`src/rtl/perf_tcp_pkg.sv`:
```
// Shared register map, AXI response codes and per-channel config type
// for the multi-channel TCP perf client register file.
package perf_tcp_pkg;

    localparam int AXIL_ADDR_BITS = 64;

    localparam logic [2:0] REG_START     = 3'd0;
    localparam logic [2:0] REG_NUMSESS   = 3'd1;
    localparam logic [2:0] REG_WORDCOUNT = 3'd2;
    localparam logic [2:0] REG_SERVERIP  = 3'd3;
    localparam logic [2:0] REG_FREQ      = 3'd4;
    localparam logic [2:0] REG_TIME      = 3'd5;
    localparam logic [2:0] REG_TOTALWORD = 3'd6;
    localparam logic [2:0] REG_STATUS    = 3'd7;

    localparam logic [2:0] GREG_START_ALL = 3'd0;
    localparam logic [2:0] GREG_DONE      = 3'd1;
    localparam logic [2:0] GREG_ID        = 3'd2;

    localparam logic [1:0] RESP_OKAY   = 2'b00;
    localparam logic [1:0] RESP_SLVERR = 2'b10;

    typedef struct packed {
        logic        start;
        logic [15:0] num_sessions;
        logic [31:0] pkg_word_count;
        logic [31:0] server_ip;
        logic [31:0] user_frequency;
        logic [31:0] time_in_seconds;
    } ch_cfg_t;

    // Byte-lane merge of a write into a 32-bit stored value.
    function automatic logic [31:0] merge_strb(input logic [31:0] old_val,
                                               input logic [31:0] new_val,
                                               input logic [3:0]  strb);
        logic [31:0] r;
        for (int b = 0; b < 4; b++) begin
            r[8*b +: 8] = strb[b] ? new_val[8*b +: 8] : old_val[8*b +: 8];
        end
        return r;
    endfunction

endpackage

```
`src/rtl/perf_tcp_ch_regs.sv`:
```
// One client channel: RW parameter bank, START auto-clear, saturating
// run-cycle counter and end-of-run (busy -> idle) edge detector.
module perf_tcp_ch_regs
    import perf_tcp_pkg::*;
(
    input  logic        aclk,
    input  logic        aresetn,
    input  logic        wr_en,
    input  logic [2:0]  wr_reg,
    input  logic [31:0] wr_data,
    input  logic [3:0]  wr_strb,
    input  logic        start_all,
    input  logic [3:0]  state_i,
    output ch_cfg_t     cfg_o,
    output logic [31:0] cycle_cnt_o,
    output logic        done_pulse_o
);

    ch_cfg_t     cfg_q, cfg_d;
    logic [31:0] cnt_q, cnt_d;
    logic        busy_prev_q, busy_prev_d;
    logic        running;
    logic        start_set;

    always_comb begin
        running   = (state_i != 4'd0);
        start_set = start_all | (wr_en && (wr_reg == REG_START) && wr_strb[0] && wr_data[0]);

        // Auto-clear first so a same-cycle write of START=1 overrides it.
        cfg_d = cfg_q;
        if (running) cfg_d.start = 1'b0;
        if (wr_en) begin
            case (wr_reg)
                REG_START:     if (wr_strb[0]) cfg_d.start = wr_data[0];
                REG_NUMSESS:   cfg_d.num_sessions = 16'(merge_strb({16'd0, cfg_q.num_sessions}, wr_data, wr_strb));
                REG_WORDCOUNT: cfg_d.pkg_word_count = merge_strb(cfg_q.pkg_word_count, wr_data, wr_strb);
                REG_SERVERIP:  cfg_d.server_ip = merge_strb(cfg_q.server_ip, wr_data, wr_strb);
                REG_FREQ:      cfg_d.user_frequency = merge_strb(cfg_q.user_frequency, wr_data, wr_strb);
                REG_TIME:      cfg_d.time_in_seconds = merge_strb(cfg_q.time_in_seconds, wr_data, wr_strb);
                default:       ;
            endcase
        end
        if (start_all) cfg_d.start = 1'b1;

        cnt_d = cnt_q;
        if (start_set) begin
            cnt_d = 32'd0;
        end else if (running && (cnt_q != 32'hFFFF_FFFF)) begin
            cnt_d = cnt_q + 32'd1;
        end

        busy_prev_d = running;
    end

    always_ff @(posedge aclk) begin
        if (!aresetn) begin
            cfg_q       <= '0;
            cnt_q       <= '0;
            busy_prev_q <= 1'b0;
        end else begin
            cfg_q       <= cfg_d;
            cnt_q       <= cnt_d;
            busy_prev_q <= busy_prev_d;
        end
    end

    assign cfg_o        = cfg_q;
    assign cycle_cnt_o  = cnt_q;
    assign done_pulse_o = busy_prev_q && !running;

endmodule

```
`src/rtl/perf_tcp_ctrl_regfile_mc.sv`:
```
// AXI4-Lite control/status register file for N_CH TCP perf client engines,
// plus a global bank (start-all, sticky done mask, block ID).
module perf_tcp_ctrl_regfile_mc
    import perf_tcp_pkg::*;
#(
    parameter int          N_CH           = 4,
    parameter int          AXIL_DATA_BITS = 64,
    parameter logic [31:0] BLOCK_ID       = 32'h5443_5002
) (
    input  logic                          aclk,
    input  logic                          aresetn,
    input  logic [AXIL_ADDR_BITS-1:0]     axi_ctrl_awaddr,
    input  logic                          axi_ctrl_awvalid,
    output logic                          axi_ctrl_awready,
    input  logic [AXIL_DATA_BITS-1:0]     axi_ctrl_wdata,
    input  logic [AXIL_DATA_BITS/8-1:0]   axi_ctrl_wstrb,
    input  logic                          axi_ctrl_wvalid,
    output logic                          axi_ctrl_wready,
    output logic [1:0]                    axi_ctrl_bresp,
    output logic                          axi_ctrl_bvalid,
    input  logic                          axi_ctrl_bready,
    input  logic [AXIL_ADDR_BITS-1:0]     axi_ctrl_araddr,
    input  logic                          axi_ctrl_arvalid,
    output logic                          axi_ctrl_arready,
    output logic [AXIL_DATA_BITS-1:0]     axi_ctrl_rdata,
    output logic [1:0]                    axi_ctrl_rresp,
    output logic                          axi_ctrl_rvalid,
    input  logic                          axi_ctrl_rready,
    output logic [N_CH-1:0]               run_tx,
    output logic [N_CH-1:0][15:0]         num_sessions,
    output logic [N_CH-1:0][31:0]         pkg_word_count,
    output logic [N_CH-1:0][31:0]         server_ip,
    output logic [N_CH-1:0][31:0]         user_frequency,
    output logic [N_CH-1:0][31:0]         time_in_seconds,
    input  logic [N_CH-1:0][3:0]          state_i,
    input  logic [N_CH-1:0][31:0]         total_word_i
);

    localparam int CH_BITS = $clog2(N_CH + 1);

    logic                      awready_q, awready_d;
    logic                      bvalid_q, bvalid_d;
    logic [1:0]                bresp_q, bresp_d;
    logic                      arready_q, arready_d;
    logic                      rvalid_q, rvalid_d;
    logic [AXIL_DATA_BITS-1:0] rdata_q, rdata_d;
    logic [1:0]                rresp_q, rresp_d;
    logic [N_CH-1:0]           done_q, done_d;

    logic [2:0]                wr_reg, rd_reg;
    logic [CH_BITS-1:0]        wr_ch, rd_ch;
    logic                      wr_hs, rd_hs, wr_err, rd_err, glb_wr;
    logic [AXIL_DATA_BITS-1:0] rd_word;
    logic [N_CH-1:0]           ch_wr, start_all, start_one, done_clr, gmask, done_pulse;
    ch_cfg_t                   cfg [N_CH];
    logic [31:0]               cycle_cnt [N_CH];
    logic                      unused_ok;

    assign wr_reg = axi_ctrl_awaddr[3 +: 3];
    assign wr_ch  = axi_ctrl_awaddr[6 +: CH_BITS];
    assign rd_reg = axi_ctrl_araddr[3 +: 3];
    assign rd_ch  = axi_ctrl_araddr[6 +: CH_BITS];
    assign wr_hs  = awready_q && axi_ctrl_awvalid && axi_ctrl_wvalid;
    assign rd_hs  = arready_q && axi_ctrl_arvalid;

    // Write decode: errors block every state change of the access.
    always_comb begin
        wr_err = 1'b0;
        if (int'(wr_ch) > N_CH) begin
            wr_err = 1'b1;
        end else if (int'(wr_ch) == N_CH) begin
            wr_err = (wr_reg == GREG_ID);
        end else begin
            wr_err = (wr_reg == REG_TOTALWORD) || (wr_reg == REG_STATUS);
        end
        glb_wr = wr_hs && !wr_err && (int'(wr_ch) == N_CH);

        for (int c = 0; c < N_CH; c++) begin
            gmask[c]     = axi_ctrl_wdata[c] & axi_ctrl_wstrb[c/8];
            ch_wr[c]     = wr_hs && !wr_err && (int'(wr_ch) == c);
            start_all[c] = glb_wr && (wr_reg == GREG_START_ALL) && gmask[c];
            done_clr[c]  = glb_wr && (wr_reg == GREG_DONE) && gmask[c];
            start_one[c] = start_all[c] ||
                           (ch_wr[c] && (wr_reg == REG_START) && axi_ctrl_wstrb[0] && axi_ctrl_wdata[0]);
        end
        // A new end-of-run event wins over any clear in the same cycle.
        done_d = (done_q & ~done_clr & ~start_one) | done_pulse;
    end

    always_comb begin
        rd_word = '0;
        rd_err  = 1'b0;
        if (int'(rd_ch) > N_CH) begin
            rd_err = 1'b1;
        end else if (int'(rd_ch) == N_CH) begin
            case (rd_reg)
                GREG_DONE: rd_word[N_CH-1:0] = done_q;
                GREG_ID:   rd_word[31:0]     = BLOCK_ID;
                default:   ;
            endcase
        end else begin
            for (int c = 0; c < N_CH; c++) begin
                if (int'(rd_ch) == c) begin
                    case (rd_reg)
                        REG_START:     rd_word[0]     = cfg[c].start;
                        REG_NUMSESS:   rd_word[15:0]  = cfg[c].num_sessions;
                        REG_WORDCOUNT: rd_word[31:0]  = cfg[c].pkg_word_count;
                        REG_SERVERIP:  rd_word[31:0]  = cfg[c].server_ip;
                        REG_FREQ:      rd_word[31:0]  = cfg[c].user_frequency;
                        REG_TIME:      rd_word[31:0]  = cfg[c].time_in_seconds;
                        REG_TOTALWORD: rd_word[31:0]  = total_word_i[c];
                        default:       rd_word[63:0]  = {cycle_cnt[c], 28'd0, state_i[c]};
                    endcase
                end
            end
        end
    end

    always_comb begin
        awready_d = axi_ctrl_awvalid && axi_ctrl_wvalid && !bvalid_q && !awready_q;
        bvalid_d  = (bvalid_q && !axi_ctrl_bready) || wr_hs;
        bresp_d   = wr_hs ? (wr_err ? RESP_SLVERR : RESP_OKAY) : bresp_q;
        arready_d = axi_ctrl_arvalid && !arready_q && !rvalid_q;
        rvalid_d  = (rvalid_q && !axi_ctrl_rready) || rd_hs;
        rdata_d   = rd_hs ? rd_word : rdata_q;
        rresp_d   = rd_hs ? (rd_err ? RESP_SLVERR : RESP_OKAY) : rresp_q;
    end

    always_ff @(posedge aclk) begin
        if (!aresetn) begin
            awready_q <= 1'b0;
            bvalid_q  <= 1'b0;
            bresp_q   <= 2'b00;
            arready_q <= 1'b0;
            rvalid_q  <= 1'b0;
            rdata_q   <= '0;
            rresp_q   <= 2'b00;
            done_q    <= '0;
        end else begin
            awready_q <= awready_d;
            bvalid_q  <= bvalid_d;
            bresp_q   <= bresp_d;
            arready_q <= arready_d;
            rvalid_q  <= rvalid_d;
            rdata_q   <= rdata_d;
            rresp_q   <= rresp_d;
            done_q    <= done_d;
        end
    end

    for (genvar g = 0; g < N_CH; g++) begin : g_ch
        perf_tcp_ch_regs u_regs (
            .aclk         (aclk),
            .aresetn      (aresetn),
            .wr_en        (ch_wr[g]),
            .wr_reg       (wr_reg),
            .wr_data      (axi_ctrl_wdata[31:0]),
            .wr_strb      (axi_ctrl_wstrb[3:0]),
            .start_all    (start_all[g]),
            .state_i      (state_i[g]),
            .cfg_o        (cfg[g]),
            .cycle_cnt_o  (cycle_cnt[g]),
            .done_pulse_o (done_pulse[g])
        );
        assign run_tx[g]          = cfg[g].start;
        assign num_sessions[g]    = cfg[g].num_sessions;
        assign pkg_word_count[g]  = cfg[g].pkg_word_count;
        assign server_ip[g]       = cfg[g].server_ip;
        assign user_frequency[g]  = cfg[g].user_frequency;
        assign time_in_seconds[g] = cfg[g].time_in_seconds;
    end

    assign axi_ctrl_awready = awready_q;
    assign axi_ctrl_wready  = awready_q;
    assign axi_ctrl_bvalid  = bvalid_q;
    assign axi_ctrl_bresp   = bresp_q;
    assign axi_ctrl_arready = arready_q;
    assign axi_ctrl_rvalid  = rvalid_q;
    assign axi_ctrl_rdata   = rdata_q;
    assign axi_ctrl_rresp   = rresp_q;

    assign unused_ok = ^{axi_ctrl_awaddr[AXIL_ADDR_BITS-1:6+CH_BITS], axi_ctrl_awaddr[2:0],
                         axi_ctrl_araddr[AXIL_ADDR_BITS-1:6+CH_BITS], axi_ctrl_araddr[2:0],
                         axi_ctrl_wdata[AXIL_DATA_BITS-1:32], axi_ctrl_wstrb[AXIL_DATA_BITS/8-1:4]};

endmodule

```
`config.mk`:
```
export PLATFORM = sky130hd
export DESIGN_NAME = perf_tcp_ctrl_regfile_mc
export DESIGN_NICKNAME = d
export VERILOG_FILES = /design/src/rtl/perf_tcp_pkg.sv /design/src/rtl/perf_tcp_ch_regs.sv /design/src/rtl/perf_tcp_ctrl_regfile_mc.sv
export SDC_FILE = /design/constraint.sdc
export NUM_CORES = 2
export LEC_CHECK = 0
export CORE_AREA = 2 2 389 391
export CTS_CLUSTER_DIAMETER = 100
export DETAILED_ROUTE_END_ITERATION = 10
export DIE_AREA = 0 0 391 393
export PLACE_DENSITY = 0.46
export RECOVER_POWER = 50
export SYNTH_ARGS = -nofsm -noshare
export SYNTH_HDL_FRONTEND = slang
export SYNTH_SLANG_ARGS = --single-unit
```
`constraint.sdc`:
```
create_clock -name aclk -period 2.46 [get_ports aclk]
set_input_delay 0.492 -clock aclk [delete_from_list [all_inputs] [get_ports aclk]]
set_output_delay 0.492 -clock aclk [all_outputs]
set_load 0.1 [all_outputs]
```
==> flow_metrics.env <==
export IMPL_outcome="completed"
export IMPL_instances_no_fill=7730
export IMPL_die_height_um=393
export IMPL_critPathArrivalTime_ns=3.11
export IMPL_timing_final_crit_share_pct=99.51
export IMPL_critPathMaxFanout=11
export IMPL_seq_area_um2=15740
export IMPL_drv_slew=0
export IMPL_setup_viol_count_final=0
export IMPL_crit_required_ns=3.12
export IMPL_powerDensity_nw_per_um2=578.5
export IMPL_synth_top_cell_area_share_pct=40.74
export IMPL_synthFlopType="dfxtp_1"
export IMPL_yosysUniqueCellTypes=89
export IMPL_drive_gt1_share_pct=29.58
export IMPL_syn_avg_cell_area_um2=8.708
export IMPL_grt_start_max_net_pins=116
export IMPL_vias=41140
export IMPL_critPathKind="in -> reg"
export IMPL_fmax_mhz=408.5
export IMPL_rrSetupSlack_ns=0.10
export IMPL_portBuffers=849
export IMPL_whs_path_depth=3
export IMPL_drtAntennaViolNets=0
export IMPL_drt_iter0_markers=3806
export IMPL_track_usage_pct=31.11
export IMPL_ctsLongestPathBuffers=3
export IMPL_startpoint_type="input pin"
export IMPL_clk_pin_slew_worst_paths_ns=0.06
export IMPL_vdd_drop_max_mv=0.5745
export IMPL_drc=0
export IMPL_wl_per_cell_um=32.13
export IMPL_drt_pre_antenna_iters=8
export IMPL_ys_seq_elements=786
export IMPL_synth_top_cells_by_area="dfxtp_1, a21boi_0, nand3_1, mux2i_1, nand2_1"
export IMPL_hold_end="axi_ctrl_rvalid$_SDFF_PN0_"
export IMPL_viasPerCell=5.322
export IMPL_syn_area_um2=38620
export IMPL_ioPinCount=1004
export IMPL_leakagePower_nw=20.73
export IMPL_yosys_warnings=0
export IMPL_fp_dieW_um=391
export IMPL_grt_pass1_vias=39760
export IMPL_die_area_um2=153700
export IMPL_yosysSeqAreaShare_pct=40.74
export IMPL_clock_sinks=786
export IMPL_syn_inst=4435
export IMPL_cts_resized=0
export IMPL_dpl_cell_count=7532
export IMPL_period_needed_ns=2.448
export IMPL_rr_endpoint="axi_ctrl_rdata[2]$_SDFFE_PN0P_"
export IMPL_antenna_found_initial=30
export IMPL_wirelength_um=248400
export IMPL_total_power_w=0.03188
export IMPL_hold_viol_final=0
export IMPL_r2r_start="g_ch[1].u_regs.cfg_o[34]$_SDFFE_PN0P_"
export IMPL_grt_pass1_wl_um=332700
export IMPL_clk_insertion_delay_late_ns=0.75
export IMPL_synth_edff_count=0
export IMPL_hpwl_um=198000
export IMPL_cts_root_buf="clkbuf_16"
export IMPL_fill_cells=15580
export IMPL_cts_setup_buffers=0
export IMPL_hold_start="axi_ctrl_rready"
export IMPL_reg2reg_depth=8
export IMPL_end_kind="register"
export IMPL_num_rows=142
export IMPL_start_util_pct=25.88
export IMPL_ctsHoldBuffers=0
export IMPL_grt_setup_unrepaired="false"
export IMPL_htree_num_levels=3
export IMPL_cts_buffers_inserted=101
export IMPL_multi_input_area_um2=21130
export IMPL_skew_ns=0.03137
export IMPL_core_area_um2=149200
export IMPL_async_flop_share_pct=0
export IMPL_synth_top_cell_by_area="dfxtp_1"
export IMPL_overflow=0
export IMPL_areaGrowthSynthToFinish_pct=42.69
export IMPL_hold_path_class="in -> reg"
export IMPL_relSlewSlack_pct=31.80
export IMPL_cts_tree="done"
export IMPL_routabilityCongestion=0.9583
export IMPL_maxCapViolCount=0
export IMPL_nets=6046
export IMPL_worst_pin_slew_ns=1.023
## cell type report
cell class	count	share of cell area (%)
Clock buffer	144	5.374
Sequential cell	786	28.56
Timing Repair Buffer	1551	22.20
Tap cell	1944	4.414
Multi-Input combinational cell	3238	38.35
Clock inverter	39	0.9581
Antenna cell	15	0.06811
Inverter	13	0.08855
## cells in the mapped netlist (43+ instances only)
cell      instances
dfxtp_1         786
clkbuf_1        241
buf_2            98
nor2_1          206
o21ai_0          85
a21boi_0        437
nand2_1         599
a22oi_1          56
xnor2_1          62
mux2_2          105
mux2i_1         230
a221oi_1         80
nand4_1          46
nor2b_1         194
nor3_1           54
a22o_1           43
nand3_1         491
a21oi_1         109
## sequential cells by signal (all words and copies together) (netlist names), 4 cells and up
| signal | cells |
|---|---|
| axi_ctrl_rdata | 64 |
| g_ch.u_regs.busy_prev_q | 4 |
| done_q | 4 |
| g_ch.u_regs.cfg_o | 580 |
| g_ch.u_regs.cycle_cnt_o | 128 |
## per-layer routing
| layer | vias up | share of wire (%) | track usage [%] |
|---|---|---|---|
| li1 | 18510 | - | - |
| met1 | 20450 | 38 | 36.54 |
| met2 | 1754 | 47 | 52.04 |
| met3 | 408 | 8.4 | 8.035 |
| met4 | 22 | 6.1 | 16.23 |
| met5 | - | 0.054 | 0 |
## report_power, final
group,internal [W],switching [W]
Sequential,0.0128,0.0000456
Clock,0.00943,0.00648
Combinational,0.00125,0.00191
## worst max-delay path, stage by stage
cell	delay, ns
dlygate4sd3_1	0.58
buf_12	0.16
nor2b_1	0.33
buf_4	0.22
nand2_1	0.12
buf_12	0.19
nor3_1	0.52
buf_4	0.24
nor4_1	0.04
o21ai_0	0.16
## cells by family after synthesis
group / after synthesis / share of synthesized area (%)
AO/OA/AOI/OAI: 999 / 19.00
XOR/XNOR: 100 / 2.268
adder cells (fa/ha/maj): 4 / 0.1296
buffers and inverters: 412 / 4.675
flip-flops: 786 / 40.74
multiplexers: 365 / 10.77
other: 1 / 0.009709
AND/OR/NAND/NOR: 1768 / 22.41
## per-stage QoR
| stage | utilization (%) | hold WS, ns | cell area, um^2 | setup TNS, ns | setup slack [ns] |
|---|---|---|---|---|---|
| after floorplan | - | 0.4208 | 38630 | 0 | 0.1899 |
| after global placement | 35.39 | 0.4231 | 52820 | -74.04 | -0.5997 |
| after detailed placement | 35.39 | 0.4332 | 52820 | -82.40 | -0.6026 |
| after CTS | 37.73 | 0.09908 | 56310 | 0 | 0.09899 |
| after global routing | 36.91 | 0.4274 | 55090 | 0 | 0.009199 |
| final | 36.92 | 0.4284 | 55110 | 0 | 0.01201 |
## placed cells by master, fill, tap and decap left out, types with 13 or more instances in the layout
cell type        instances
a211oi_1                31
a21boi_0               437
a21oi_1                109
a221o_1                 13
a221oi_1                80
a222oi_1                28
a22o_1                  43
a22oi_1                 56
a31oi_1                 13
and3_1                  35
buf_12                  89
buf_4                  846
clkbuf_1                26
clkbuf_16              103
clkbuf_2               400
clkbuf_8                24
clkdlybuf4s50_1        190
clkinv_2                17
dfxtp_1                785
diode_2                 15
mux2_2                 105
mux2i_1                230
mux4_2                  30
nand2_1                599
nand2b_1                17
nand3_1                492
nand4_1                 46
nor2_1                 196
nor2b_1                189
nor3_1                  55
nor4_1                  20
o21ai_0                 85
o22ai_1                 25
or3_1                   26
xnor2_1                 62
xor2_1                  38
## how the worst max path moves through the flow
stage	cells past startpoint	start	endpoint	slack [ns]
final	10	axi_ctrl_araddr[8]	axi_ctrl_rdata[30]$_SDFFE_PN0P_	0.01
after global routing	4	aresetn	g_ch[0].u_regs.cfg_o[17]$_SDFFE_PN0P_	0.009
after CTS	1	g_ch[0].u_regs.cfg_o[128]$_SDFFE_PN0P_	num_sessions[0]	0.1
after detailed placement	10	axi_ctrl_araddr[4]	axi_ctrl_rdata[2]$_SDFFE_PN0P_	-0.60
after global placement	10	axi_ctrl_araddr[4]	axi_ctrl_rdata[2]$_SDFFE_PN0P_	-0.60
after floorplan	9	axi_ctrl_awready$_SDFF_PN0_	g_ch[3].u_regs.cycle_cnt_o[0]$_SDFFE_PP0P_	0.19
(Power assumes the default switching activity.)
